==> src/rtl/ram_arb_pkg.sv <==
// Shared types and constants for the ram_arb fetch/data RAM arbiter.
package ram_arb_pkg;

  typedef enum logic [1:0] {
    SZ_B = 2'd0,
    SZ_H = 2'd1,
    SZ_W = 2'd2
  } size_e;

  typedef enum logic {
    OWN_I = 1'b0,
    OWN_D = 1'b1
  } owner_e;

  localparam int unsigned RAM_BYTES = 4;

endpackage

==> src/rtl/ram_arb_align.sv <==
// Combinational data-port lane logic: store alignment, byte enables,
// load extraction with sign/zero extension, and misalignment detection.
module ram_arb_align
  import ram_arb_pkg::*;
(
  input  logic [1:0]           i_size,
  input  logic                 i_signed,
  input  logic [1:0]           i_off,
  input  logic [31:0]          i_wr_data,
  input  logic [31:0]          i_rd_data,
  output logic [RAM_BYTES-1:0] o_be,
  output logic [31:0]          o_wr_lanes,
  output logic [31:0]          o_rd_data,
  output logic                 o_misalign
);

  logic [4:0]  w_shift;
  logic [31:0] w_rd_sh;

  assign w_shift = {i_off, 3'b000};
  assign w_rd_sh = i_rd_data >> w_shift;

  always_comb begin
    o_be       = '0;
    o_wr_lanes = '0;
    o_rd_data  = '0;
    o_misalign = 1'b0;
    case (i_size)
      SZ_B: begin
        o_be       = 4'b0001 << i_off;
        o_wr_lanes = {24'b0, i_wr_data[7:0]} << w_shift;
        o_rd_data  = {{24{i_signed & w_rd_sh[7]}}, w_rd_sh[7:0]};
      end
      SZ_H: begin
        o_misalign = i_off[0];
        o_be       = i_off[1] ? 4'b1100 : 4'b0011;
        o_wr_lanes = {16'b0, i_wr_data[15:0]} << w_shift;
        o_rd_data  = {{16{i_signed & w_rd_sh[15]}}, w_rd_sh[15:0]};
      end
      SZ_W: begin
        o_misalign = |i_off;
        o_be       = '1;
        o_wr_lanes = i_wr_data;
        o_rd_data  = i_rd_data;
      end
      default: o_misalign = 1'b1;
    endcase
    // A misaligned access never writes and always returns zero data.
    if (o_misalign) begin
      o_be      = '0;
      o_rd_data = '0;
    end
  end

endmodule

==> src/rtl/ram_arb.sv <==
// Single-port RAM arbiter between an instruction fetch port and a data port.
// Define RAM_ARB_RR_EN for round-robin arbitration; default is data priority.
module ram_arb
  import ram_arb_pkg::*;
#(
  parameter int RAM_WIDTH     = 32,
  parameter int RAM_ADDR_BITS = 9
) (
  input  logic                     Clk,
  input  logic                     Rst,
  input  logic                     IReq,
  input  logic [31:0]              IAddr,
  output logic                     IGnt,
  output logic                     IRspVld,
  output logic [RAM_WIDTH-1:0]     IRspData,
  input  logic                     DReq,
  input  logic                     DWe,
  input  logic [1:0]               DSize,
  input  logic                     DSigned,
  input  logic [31:0]              DAddr,
  input  logic [RAM_WIDTH-1:0]     DWrData,
  output logic                     DGnt,
  output logic                     DRspVld,
  output logic [RAM_WIDTH-1:0]     DRspData,
  output logic                     DErr,
  output logic [RAM_BYTES-1:0]     RamWrEn,
  output logic [RAM_ADDR_BITS-1:0] RamAddr,
  output logic [RAM_WIDTH-1:0]     RamWrData,
  input  logic [RAM_WIDTH-1:0]     RamRdData
);

  logic                 w_ireq;
  logic                 w_dreq;
  logic                 w_dwin;
  logic [RAM_BYTES-1:0] w_be;
  logic [31:0]          w_rdata;
  logic                 w_mis;
  logic                 w_unused;

  logic                 r_ivld;
  logic                 r_dvld;
  logic                 r_derr;
  logic [31:0]          r_idata;
  logic [31:0]          r_ddata;

  assign w_ireq = IReq & ~Rst;
  assign w_dreq = DReq & ~Rst;

`ifdef RAM_ARB_RR_EN
  owner_e r_last;
  owner_e w_last_nxt;
  logic   w_same_word;

  // A store to the word being fetched must win so the fetch sees the new data.
  assign w_same_word = DAddr[RAM_ADDR_BITS+1:2] == IAddr[RAM_ADDR_BITS+1:2];
  assign w_dwin = w_dreq & (~w_ireq | (r_last == OWN_I) | (DWe & w_same_word));

  always_comb begin
    w_last_nxt = r_last;
    if (w_dwin)
      w_last_nxt = OWN_D;
    else if (w_ireq)
      w_last_nxt = OWN_I;
  end

  always_ff @(posedge Clk) begin
    if (Rst)
      r_last <= OWN_I;
    else
      r_last <= w_last_nxt;
  end
`else
  assign w_dwin = w_dreq;
`endif

  assign DGnt    = w_dwin;
  assign IGnt    = w_ireq & ~w_dwin;
  assign RamAddr = w_dwin ? DAddr[RAM_ADDR_BITS+1:2] : IAddr[RAM_ADDR_BITS+1:2];
  assign RamWrEn = (w_dwin & DWe) ? w_be : '0;

  ram_arb_align u_align (
    .i_size     (DSize),
    .i_signed   (DSigned),
    .i_off      (DAddr[1:0]),
    .i_wr_data  (DWrData),
    .i_rd_data  (RamRdData),
    .o_be       (w_be),
    .o_wr_lanes (RamWrData),
    .o_rd_data  (w_rdata),
    .o_misalign (w_mis)
  );

  always_ff @(posedge Clk) begin
    if (Rst) begin
      r_ivld  <= 1'b0;
      r_dvld  <= 1'b0;
      r_derr  <= 1'b0;
      r_idata <= '0;
      r_ddata <= '0;
    end else begin
      r_ivld <= IGnt;
      r_dvld <= w_dwin;
      r_derr <= w_dwin & w_mis;
      if (IGnt)
        r_idata <= RamRdData;
      if (w_dwin)
        r_ddata <= w_rdata;
    end
  end

  // Valids are masked by Rst so a response already registered is squashed.
  assign IRspVld  = r_ivld & ~Rst;
  assign DRspVld  = r_dvld & ~Rst;
  assign DErr     = r_derr & ~Rst;
  assign IRspData = r_idata;
  assign DRspData = r_ddata;

  assign w_unused = ^{IAddr[1:0], IAddr[31:RAM_ADDR_BITS+2], DAddr[31:RAM_ADDR_BITS+2]};

endmodule
==> config.mk <==
export PLATFORM = sky130hd
export DESIGN_NAME = ram_arb
export DESIGN_NICKNAME = d
export VERILOG_FILES = /design/src/rtl/ram_arb_pkg.sv /design/src/rtl/ram_arb_align.sv /design/src/rtl/ram_arb.sv
export SDC_FILE = /design/constraint.sdc
export NUM_CORES = 1
export LEC_CHECK = 0
export BUFFER_PORTS_ARGS = -buffer_cell sky130_fd_sc_hd__buf_4
export CAP_MARGIN = 20
export CORE_AREA = 10 10 96 114
export DETAILED_ROUTE_END_ITERATION = 12
export DIE_AREA = 0 0 106 124
export PLACE_DENSITY = 0.8
export RECOVER_POWER = 25
export SYNTH_ARGS = -nofsm -noshare
export SYNTH_HDL_FRONTEND = slang
export SYNTH_SLANG_ARGS = --single-unit
==> constraint.sdc <==
create_clock -name Clk -period 2.05 [get_ports Clk]
set_input_delay 0.41 -clock Clk [delete_from_list [all_inputs] [get_ports Clk]]
set_output_delay 0.41 -clock Clk [all_outputs]
set_load 0.02 [all_outputs]
==> results of run 1 <==
-- worst min-delay path: stages --
cell and delay (ns):
buf_4 0.09, nand2_1 0.04, o21ai_0 0.05
-- layer usage --
layer	vias up	GRT usage, %	share of wire (%)
li1	1944	-	-
met1	1889	21.4	36
met2	218	37.2	50
met3	34	8.89	10
met4	0	9.66	3.0
met5	-	0	0
-- cell type report --
cell class	instances	share of cell area, %
Clock inverter	5	0.563
Timing Repair Buffer	231	30.7
Clock buffer	10	2.58
Sequential cell	67	25.2
Multi-Input combinational cell	323	38.3
Tap cell	117	2.75
-- metrics by stage --
stage                     hold WS [ns]  instances  total power, µW  cell area (µm²)
after floorplan                  0.519        428             1840             3570
after global placement           0.460        738             2270             5290
after detailed placement         0.467        738             2290             5290
after CTS                        0.260        753             3230             5460
after global routing             0.265        753             3340             5330
final                            0.265        753             3180             5330
-- cell usage after synthesis, drive strengths merged --
| cell type | instances |
|---|---|
| a2111oi | 1 |
| a211o | 1 |
| a211oi | 1 |
| a21oi | 11 |
| a221o | 23 |
| a221oi | 1 |
| a22oi | 30 |
| a2bb2oi | 1 |
| a32oi | 1 |
| and2 | 3 |
| and3 | 1 |
| buf | 21 |
| clkbuf | 17 |
| dfxtp | 67 |
| mux2 | 18 |
| mux2i | 1 |
| nand2 | 61 |
| nand2b | 46 |
| nand3 | 1 |
| nand3b | 1 |
| nor2 | 14 |
| nor2b | 18 |
| nor3 | 3 |
| nor3b | 2 |
| nor4b | 1 |
| o211ai | 7 |
| o21a | 8 |
| o21ai | 66 |
| o221ai | 1 |
| or2 | 1 |
-- final timing paths --
kind,from,endpoint,depth (start not counted)
max,DAddr[1],RamWrData[17],6
min,RamRdData[1],IRspData[1],3
max reg2reg,DRspData[7],DRspData[7],3
min reg2reg,IRspData[2],IRspData[2],2
-- cell families (layout without fill, tap and decap cells) --
group,after synthesis,in the layout
buf+inv,38,246
mux,19,19
compound gates,152,152
flops,67,67
simple gates,152,152
-- power by group through the flow --
stage | Sequential, µW | Clock [µW] | Combinational [µW]
2_1_floorplan | 1480 | 0 | 358
3_3_place_gp | 1410 | 0 | 861
3_5_place_dp | 1420 | 0 | 874
4_1_cts | 1390 | 963 | 878
5_1_grt | 1390 | 1030 | 917
6_report | 1390 | 944 | 854
-- state kept, by name, indices dropped and copies added, names as in the netlist --
signal / count
DRspData: 32
IRspData: 32
r_derr: 1
r_dvld: 1
r_ivld: 1
-- timing repair --
action	in CTS	in global routing
resized for setup	0	1
endpoints found under the setup margin	0	5
hold buffers	0	0
==> run summary, run 1 <==
antenna cells = 0
dominant cell type by area after synthesis = dfxtp_1
Tcrit/Tclk final = 94.9%
number of antenna violations at the first check in global routing = 0
XOR/XNOR Fraction of Synth Area = 0%
Initial Utilization = 41.3%
shortest period the worst path allows = 1.94 ns
WL per Instance = 19.1 µm
remaining design rule violation count = 0
leakage component of the power = 0.00225 µW
clock network fraction of total power = 29.7%
detailed-route vias per instance = 5.42
sequential fraction of design power = 43.5%
setup clock skew after layout = 0 ns
number of nets with antenna violations after detailed routing = 0
largest stage delay on the critical path = 0.33 ns
sequential element share of the synthesized area = 37.7%
number of global-route vias before repair = 4316
post-synthesis compound-gate area fraction = 29.0%
status = finished clean
Psw = 982 µW
FF-to-FF setup slack = 1.18 ns
final wirelength = 14400 µm
final net count = 768
fill count = 780
Avg Synthesized Cell Area = 8.32 µm²
Hold Violations, Final = 0
Die Y = 124 µm
IR drop worst, VDD = 289 µV
Setup-failing EPs final = 0
Crit path buffers/inverters = 3
maximum frequency from static timing analysis = 0.514 GHz
dominant combinational cell family by area after synthesis = compound AO/OA/AOI/OAI gates
Mapped Cells = 428
proportion of total power due to net switching = 30.8%
overall routing resource usage = 21.1%
global-route wire length before repair = 22300 µm
MaxCap Viol Count = 0
HPWL Detailed = 11600 µm
multiplexer share of the synthesized area = 6.08%
Slew @ Worst Pin = 1.05 ns
drt first pass iters = 6
slowest stage cell on the critical path = nor2b_2
Worst Path Class, Setup = input pin to output port
Power Density = 597 nW/µm²
clock latency of the later-clocked register in the worst-skew pair = 0.34 ns
Mapped Nets = 564
Final Core Density = 61.9%
die width = 106 µm
clock sink total = 67
internal power = 2200 µW
fin. max-slew vios = 0
TNS Setup = 0 ns
Area contributors post-synth = dfxtp_1 38%, o21ai_0 8.9%, nand2b_1 8.1%
CP endpoint kind = output port
number of storage elements in the synthesis netlist = 67
maximum clock path buffer count = 2
pin count of the biggest net entering global routing = 41
vias = 4085
worst slew slack as a fraction of its limit = 30.0%
CTS clock-pin slew for the worst setup and hold paths = 0.07 ns
Hold/Removal Path Class = input pin to register
Largest delay share family, worst path = buffers and inverters
proportion of layout cells with a drive suffix above 1 = 38.4%
setup slack after placement = 0.0231 ns
YS warnings = 0
core box area = 8610 µm²
unrepaired setup endpoints after global routing = false
Boundary Pins = 250
data arrival time of the critical path = 1.53 ns
DRC violation total after the first TritonRoute iteration = 269
Register Area = 1340 µm²
footprint of the multi-input gates = 2040 µm²
critical path, cell by cell = buf_4, nor2b_2, buf_4, a22oi_1, o21ai_0, buf_4
netlist area before placement = 3560 µm²
critical path peak fanout = 9
Die ar. = 13100 µm²
number of placement rows = 37
routability congestion estimate from global placement = 0.865
most common cell after layout, fill and taps aside = buf_4
total setup buffers inserted after CTS = 0
htree depth = 3
number of buffers created by CTS = 9
clock tree from TritonCTS = yes
Area growth, synth to finish = 49.8%
total congestion overflow after global routing = 0
arithmetic-cell share of the synthesized area counting full adders, half adders and majority gates = 0%
Port-buffer cells = 205
leading cell types in the layout, fill and taps excluded = 196 x buf_4, 67 x dfxtp_1, 63 x o21ai_0
simple-gate area share of the yosys netlist = 22.1%
combinational cell fraction of total power = 26.8%
clock root cell = clkbuf_8
Worst path most repeated cell = buf_4
number of distinct library cells after synthesis = 40
smallest setup slack after layout = 0.105 ns
worst path required time = 1.64 ns
startpoint class of the critical path = input pin
fraction of synthesized cell area taken by the top area cell type = 37.7%
No activity file was read; power rests on OpenSTA's default activity.
==> run 2: changes to the inputs <==
--- a/config.mk
+++ b/config.mk
@@ -7,11 +7,12 @@
 export LEC_CHECK = 0
 export BUFFER_PORTS_ARGS = -buffer_cell sky130_fd_sc_hd__buf_4
 export CAP_MARGIN = 20
-export CORE_AREA = 10 10 96 114
+export CORE_AREA = 10 10 97 116
 export DETAILED_ROUTE_END_ITERATION = 12
-export DIE_AREA = 0 0 106 124
-export PLACE_DENSITY = 0.8
+export DIE_AREA = 0 0 107 126
+export PLACE_DENSITY = 0.85
 export RECOVER_POWER = 25
 export SYNTH_ARGS = -nofsm -noshare
 export SYNTH_HDL_FRONTEND = slang
+export SYNTH_HIERARCHICAL = 1
 export SYNTH_SLANG_ARGS = --single-unit
==> constraint.sdc (replaced) <==
create_clock -name Clk -period 2.4 [get_ports Clk]
set_input_delay 0.48 -clock Clk [delete_from_list [all_inputs] [get_ports Clk]]
set_output_delay 0.48 -clock Clk [all_outputs]
set_load 0.02 [all_outputs]
==> run 2 against run 1 <==
Against the previous run: global-route usage up 1.3 points; setup slack better by 0.082 ns; sequential power shrank 15%; clock power increased by 13%; core utilization rose by 3.4 points; combinational power fell by 2%; power fell by 3.2%; first-iteration DRC count rose by 38%; clock-buffer cell count rose by 2; final area grew 9.5%; critical path type unchanged; largest power group unchanged.
==> run summary, run 2 <==
proportion of layout cells with a drive suffix above 1 = 33.7% (was 38.4%)
Boundary Pins = 250 (unchanged)
Area growth, synth to finish = 39.2% (was 49.8%)
placed instance count = 793 (was 738)
most numerous cell in the Yosys netlist = dfxtp_1 (unchanged)
fraction of synthesized cell area taken by the top area cell type = 32.0% (was 37.7%)
final wirelength = 16100 µm (was 14400 µm)
MaxCap Viol Count = 0 (unchanged)
maximum frequency from static timing analysis = 0.452 GHz
CP endpoint kind = output port (unchanged)
smallest hold slack = 0.416 ns (was 0.265 ns)
number of distinct library cells after synthesis = 40 (unchanged)
htree depth = 3 (unchanged)
sequential element share of the synthesized area = 32.0% (was 37.7%)
clock root cell = clkbuf_8 (unchanged)
number of nets with antenna violations after detailed routing = 0 (unchanged)
worst path required time = 1.92 ns (was 1.64 ns)
Largest delay share family, worst path = buffers and inverters (unchanged)
sequential fraction of design power = 38.3% (was 43.5%)
Mapped Cells = 497 (was 428)
Worst Path Class, Setup = input pin to output port (unchanged)
proportion of total power due to net switching = 29.9% (was 30.8%)
final non-filler cell area = 5840 µm² (was 5330 µm²)
overall routing resource usage = 22.4% (was 21.1%)
number of antenna violations at the first check in global routing = 0 (unchanged)
unrepaired setup endpoints after global routing = false (unchanged)
Die Y = 126 µm (was 124 µm)
critical path peak fanout = 20 (was 9)
Setup-failing EPs final = 0 (unchanged)
pin count of the biggest net entering global routing = 102 (was 41)
leakage component of the power = 0.00252 µW (was 0.00225 µW)
YS warnings = 6 (was 0)
clock sink total = 67 (unchanged)
number of storage elements in the synthesis netlist = 67 (unchanged)
fraction of registers with async set or reset after synthesis = 0% (unchanged)
total cell area at the placement stage = 5780 µm² (was 5290 µm²)
internal power = 2160 µW (was 2200 µW)
clock tree from TritonCTS = yes (unchanged)
final net count = 820 (was 768)
Hold/Removal Path Class = input pin to register (unchanged)
remaining design rule violation count = 0 (unchanged)
die width = 107 µm (was 106 µm)
dominant cell type by area after synthesis = dfxtp_1 (unchanged)
TNS Setup = 0 ns (unchanged)
Port-buffer cells = 205 (unchanged)
startpoint class of the critical path = input pin (unchanged)
WL per Instance = 19.9 µm (was 19.1 µm)
Power Density = 528 nW/µm² (was 597 nW/µm²)
Crit path buffers/inverters = 2 (was 3)
most common cell after layout, fill and taps aside = buf_4 (unchanged)
top post-synthesis cells by count = 67 x dfxtp_1, 58 x o21ai_0, 57 x nand2_1, 39 x mux2i_1, 36 x nor2_1 (was 67 x dfxtp_1, 63 x o21ai_0, 61 x nand2_1, 46 x nand2b_1, 30 x a22oi_1)
antenna cells = 0 (unchanged)
leading cell types in the layout, fill and taps excluded = 179 x buf_4, 67 x dfxtp_1, 58 x o21ai_0 (was 196 x buf_4, 67 x dfxtp_1, 63 x o21ai_0)
combinational cell fraction of total power = 27.1% (was 26.8%)
DRC violation total after the first TritonRoute iteration = 372 (was 269)
slowest stage cell on the critical path = nor2b_1 (was nor2b_2)
Initial Utilization = 46.9% (was 41.3%)
Final Power = 3080 µW (was 3180 µW)
clock latency of the later-clocked register in the worst-skew pair = 0.35 ns (was 0.34 ns)
total setup buffers inserted after CTS = 0 (unchanged)
netlist area before placement = 4190 µm² (was 3560 µm²)
Avg Synthesized Cell Area = 8.44 µm² (was 8.32 µm²)
CTS hold repair buffers = 0 (unchanged)
detailed-route vias per instance = 5.59 (was 5.42)
Mapped Nets = 633 (was 564)
Post-CTS Resized = 0 (unchanged)
launch point of the worst hold path = RamRdData[3] (was RamRdData[1])
drt first pass iters = 5 (was 6)
Die ar. = 13500 µm² (was 13100 µm²)
number of buffers created by CTS = 9 (unchanged)
Area contributors post-synth = dfxtp_1 32%, mux2i_1 9.3%, nand4bb_1 8.1% (was dfxtp_1 38%, o21ai_0 8.9%, nand2b_1 8.1%)
Tcrit/Tclk final = 92.2%
Worst path most repeated cell = buf_4 (unchanged)
status = finished clean (unchanged)
Setup crit start = DAddr[1] (unchanged)
core box area = 8940 µm² (was 8610 µm²)
global-route wire length before repair = 24300 µm (was 22300 µm)
setup clock skew after layout = 0 ns (unchanged)
total congestion overflow after global routing = 0 (unchanged)
shortest period the worst path allows = 2.21 ns
vias = 4524 (was 4085)
non-filler cells in the finished layout = 809 (was 753)
number of global-route vias before repair = 4559 (was 4316)
HPWL Detailed = 12500 µm (was 11600 µm)
data arrival time of the critical path = 1.73 ns (was 1.53 ns)
IR drop worst, VDD = 484 µV (was 289 µV)
critical path, cell by cell = buf_4, nor2b_1, a22oi_1, o21ai_0, buf_4 (was buf_4, nor2b_2, buf_4, a22oi_1, o21ai_0, buf_4)
startpoint of the worst register-to-register path = IRspData[14] (was DRspData[7])
Psw = 921 µW (was 982 µW)
clock network fraction of total power = 34.6% (was 29.7%)
worst slew slack as a fraction of its limit = 22.0% (was 30.0%)
EDFF count, synth = 0 (unchanged)
largest stage delay on the critical path = 0.36 ns (was 0.33 ns)
top_reg_cell synth = dfxtp_1 (unchanged)
number of placement rows = 38 (was 37)
CTS clock-pin slew for the worst setup and hold paths = 0.08 ns (was 0.07 ns)
maximum clock path buffer count = 2 (unchanged)
fin. max-slew vios = 0 (unchanged)
Slew @ Worst Pin = 1.17 ns (was 1.05 ns)
routability congestion estimate from global placement = 0.895 (was 0.865)
Hold Violations, Final = 0 (unchanged)
-- run 2: cell count changes after synthesis, sizes merged, moves of 12 or more --
cell     before  now
a21oi        11   33
a221o        23    0
mux2i         1   40
nand2b       46   34
nand4bb       0   30
nor2         14   36
-- run 2: path summary, 6_finish.rpt --
path | slack [ns] | cells after the start | to
hold reg to reg | 0.48 | 2 | IRspData[30]
hold / removal | 0.42 | 3 | IRspData[3]
setup reg to reg | 1.73 | 2 | IRspData[14]
setup / recovery | 0.19 | 5 | RamWrData[23]
-- run 2: area by class of cell --
class,instances,area [µm²]
sequential,67,1340
clock inverter,4,72.6
inverter,5,18.8
clock buffer,12,155
multi-input combinational,378,2570
tap,120,150
fill,771,3100
timing repair buffer,223,1530
-- run 2: per-stage QoR --
step / worst slack, ns / util, %
after CTS: 0.197 / 67.2
after global routing: 0.0730 / 65.3
after global placement: 0.232 / 64.7
final: 0.187 / 65.3
after floorplan: 0.255 / -
after detailed placement: 0.196 / 64.7
-- run 2: kinds of logic (layout without fill, tap and decap cells) --
logic type | count (synthesis) | count (layout) | synth area share [%]
AOI/OAI and AO/OA | 137 | 137 | 21.7
muxes | 51 | 51 | 12.7
DFF | 67 | 67 | 32.0
buffers and inverters | 52 | 244 | 6.95
xor gates and xnor gates | 1 | 1 | 0.209
and+or+nand+nor | 189 | 189 | 26.5
-- run 2: power groups by stage --
stage	Clock (µW)	Combinational [µW]	Sequential [µW]
after CTS	1080	863	1180
after global routing	1140	896	1180
after global placement	0	844	1200
final	1070	836	1180
after detailed placement	0	860	1210
after floorplan	0	421	1260
-- run 2: routing by layer --
metal	routed length [µm]	global-route usage, %
met3	1940	9.44
met5	0	0
met2	7840	38.6
met4	382	8.46
met1	5960	23.5
-- run 2: worst min-delay path, delay by kind of cell --
| family | cells | cell delay (ns) |
|---|---|---|
| compound gates | 1 | 0.07 |
| buf+inv | 1 | 0.10 |
| simple gates | 1 | 0.09 |
==> run 3: changes to the inputs <==
==> constraint.sdc (replaced) <==
create_clock -name Clk -period 2.6 [get_ports Clk]
set_input_delay 0.52 -clock Clk [delete_from_list [all_inputs] [get_ports Clk]]
set_output_delay 0.52 -clock Clk [all_outputs]
set_load 0.02 [all_outputs]
==> run 3 against run 2 <==
Against the previous run: sequential power shrank 8%; worst hold slack improved by 0.028 ns; cell count shrank 0.37%; die area unchanged; non-clock buffer count is 3 lower; global-route usage is 0.91 points higher; combinational power decreased by 8.0%; clock power down 14%; wire length increased by 1.4%.
==> run summary, run 3 (synthesized netlist as in run 2, its figures left out) <==
status = finished clean (unchanged)
met3 layer wire length in the routed design = 1850 µm (was 1940 µm)
proportion of layout cells with a drive suffix above 1 = 34.0% (was 33.7%)
instance count along the most critical hold path = 3 (unchanged)
Hold Violations, Final = 0 (unchanged)
sequential fraction of design power = 39.2% (was 38.3%)
die width = 107 µm (unchanged)
routability congestion estimate from global placement = 0.874 (was 0.895)
clock tree from TritonCTS = yes (unchanged)
Die Y = 126 µm (unchanged)
Power Density = 479 nW/µm² (was 528 nW/µm²)
global-route wire length before repair = 25200 µm (was 24300 µm)
wire length on met1 = 6160 µm (was 5960 µm)
setup clock skew after layout = 0 ns (unchanged)
shortest period the worst path allows = 2.43 ns
Port-buffer cells = 205 (unchanged)
WL met2 = 8060 µm (was 7840 µm)
clock latency of the later-clocked register in the worst-skew pair = 0.36 ns (was 0.35 ns)
maximum frequency from static timing analysis = 0.412 GHz
Psw = 862 µW (was 921 µW)
leading cell types in the layout, fill and taps excluded = 181 x buf_4, 67 x dfxtp_1, 58 x o21ai_0 (was 179 x buf_4, 67 x dfxtp_1, 58 x o21ai_0)
IR drop worst, VDD = 417 µV (was 484 µV)
combinational cell fraction of total power = 27.7% (was 27.1%)
Hold/Removal Path Class = input pin to register (unchanged)
Post-CTS Resized = 0 (unchanged)
worst path required time = 2.08 ns (was 1.92 ns)
proportion of total power due to net switching = 31.0% (was 29.9%)
CTS clock-pin slew for the worst setup and hold paths = 0.07 ns (was 0.08 ns)
Hold EP = IRspData[3] (unchanged)
CP endpoint kind = output port (unchanged)
clock sink total = 67 (unchanged)
unrepaired setup endpoints after global routing = false (unchanged)
internal power = 1920 µW (was 2160 µW)
data arrival time of the critical path = 1.91 ns (was 1.73 ns)
MaxCap Viol Count = 0 (unchanged)
pin count of the biggest net entering global routing = 102 (unchanged)
Worst Path Class, Setup = input pin to output port (unchanged)
drt first pass iters = 5 (unchanged)
critical register-to-register path endpoint = IRspData[18] (was IRspData[14])
antenna cells = 0 (unchanged)
launch point of the worst hold path = RamRdData[3] (unchanged)
overall routing resource usage = 23.3% (was 22.4%)
number of antenna violations at the first check in global routing = 0 (unchanged)
htree depth = 3 (unchanged)
HPWL Detailed = 12600 µm (was 12500 µm)
startpoint of the worst register-to-register path = IRspData[18] (was IRspData[14])
number of global-route vias before repair = 4650 (was 4559)
Setup crit start = DAddr[1] (unchanged)
maximum clock path buffer count = 2 (unchanged)
clock network fraction of total power = 33.1% (was 34.6%)
clock root cell = clkbuf_8 (unchanged)
Die ar. = 13500 µm² (unchanged)
leakage component of the power = 0.00251 µW (was 0.00252 µW)
final net count = 817 (was 820)
detailed-route vias per instance = 5.65 (was 5.59)
CTS hold repair buffers = 0 (unchanged)
critical path peak fanout = 20 (unchanged)
Initial Utilization = 46.9% (unchanged)
number of buffers created by CTS = 9 (unchanged)
DRC violation total after the first TritonRoute iteration = 405 (was 372)
vias = 4553 (was 4524)
Setup-failing EPs final = 0 (unchanged)
worst slew slack as a fraction of its limit = 23.1% (was 22.0%)
Final Core Density = 64.9% (was 65.3%)
number of placement rows = 38 (unchanged)
remaining design rule violation count = 0 (unchanged)
Area growth, synth to finish = 38.3% (was 39.2%)
final wirelength = 16400 µm (was 16100 µm)
WL per Instance = 20.3 µm (was 19.9 µm)
Tcrit/Tclk final = 93.4%
total setup buffers inserted after CTS = 0 (unchanged)
FF-to-FF setup slack = 1.89 ns (was 1.73 ns)
fin. max-slew vios = 0 (unchanged)
Boundary Pins = 250 (unchanged)
TNS Setup = 0 ns (unchanged)
topmost layer with routed signal wires = met4 (unchanged)
core box area = 8940 µm² (unchanged)
number of nets with antenna violations after detailed routing = 0 (unchanged)
worst-case reg-to-reg path depth = 2 (unchanged)
most common cell after layout, fill and taps aside = buf_4 (unchanged)
total congestion overflow after global routing = 0 (unchanged)
startpoint class of the critical path = input pin (unchanged)
Slew @ Worst Pin = 1.15 ns (was 1.17 ns)
[run 3: changes by cell type in the layout (fill, tap and decap cells not counted)]
cell and change:
buf_2 -1, clkinv_2 +1, bufinv_16 -1, clkbuf_1 -4, buf_12 -1, buf_4 +2
clkbuf_8 +1
[run 3: worst max-delay path by stage]
stage | endpoint | slack [ns]
finish | RamWrData[23] | 0.17
global route | RamWrData[21] | 0.09
CTS | RamWrData[23] | 0.16
detailed placement | RamWrData[23] | 0.16
global placement | RamWrData[23] | 0.27
floorplan | RamWrData[16] | 0.38
[run 3: cell type report]
type                    count  area (µm²)
clock buffers              12         165
multi-input cells         378        2570
inverters                   5        18.8
repair buffers            220        1510
flip-flops and latches     67        1340
well taps                 120         150
clock inverters             4        47.5
fillers                   754        3140
[run 3: metrics by stage]
stage          setup slack, ns  hold slack (ns)  instances  power [µW]  instance area [µm²]
5_1_grt                 0.0899            0.462        806        2900                 5800
2_1_floorplan            0.375            0.546        497        1550                 4190
6_report                 0.173            0.444        806        2780                 5800
3_3_place_gp             0.268            0.461        790        1880                 5730
3_5_place_dp             0.164            0.463        790        1900                 5730
4_1_cts                  0.159            0.430        806        2810                 5940
[run 3: layer usage]
metal,track usage [%],up-vias
li1,-,2128
met1,24.7,2156
met2,40.7,242
met3,10.3,27
met4,6.30,0
met5,0,-
[run 3: worst max-delay path, cell delays in order]
cell and delay (ns):
buf_4 0.25, nor2b_1 0.46, a22oi_1 0.13, o21ai_0 0.32
buf_4 0.21
[run 3: power by group through the flow]
stage	registers, µW	logic, µW	clock network [µW]
after detailed placement	1110	786	0
after floorplan	1160	388	0
after CTS	1090	790	933
after global placement	1110	770	0
after global routing	1100	826	979
final	1090	769	921
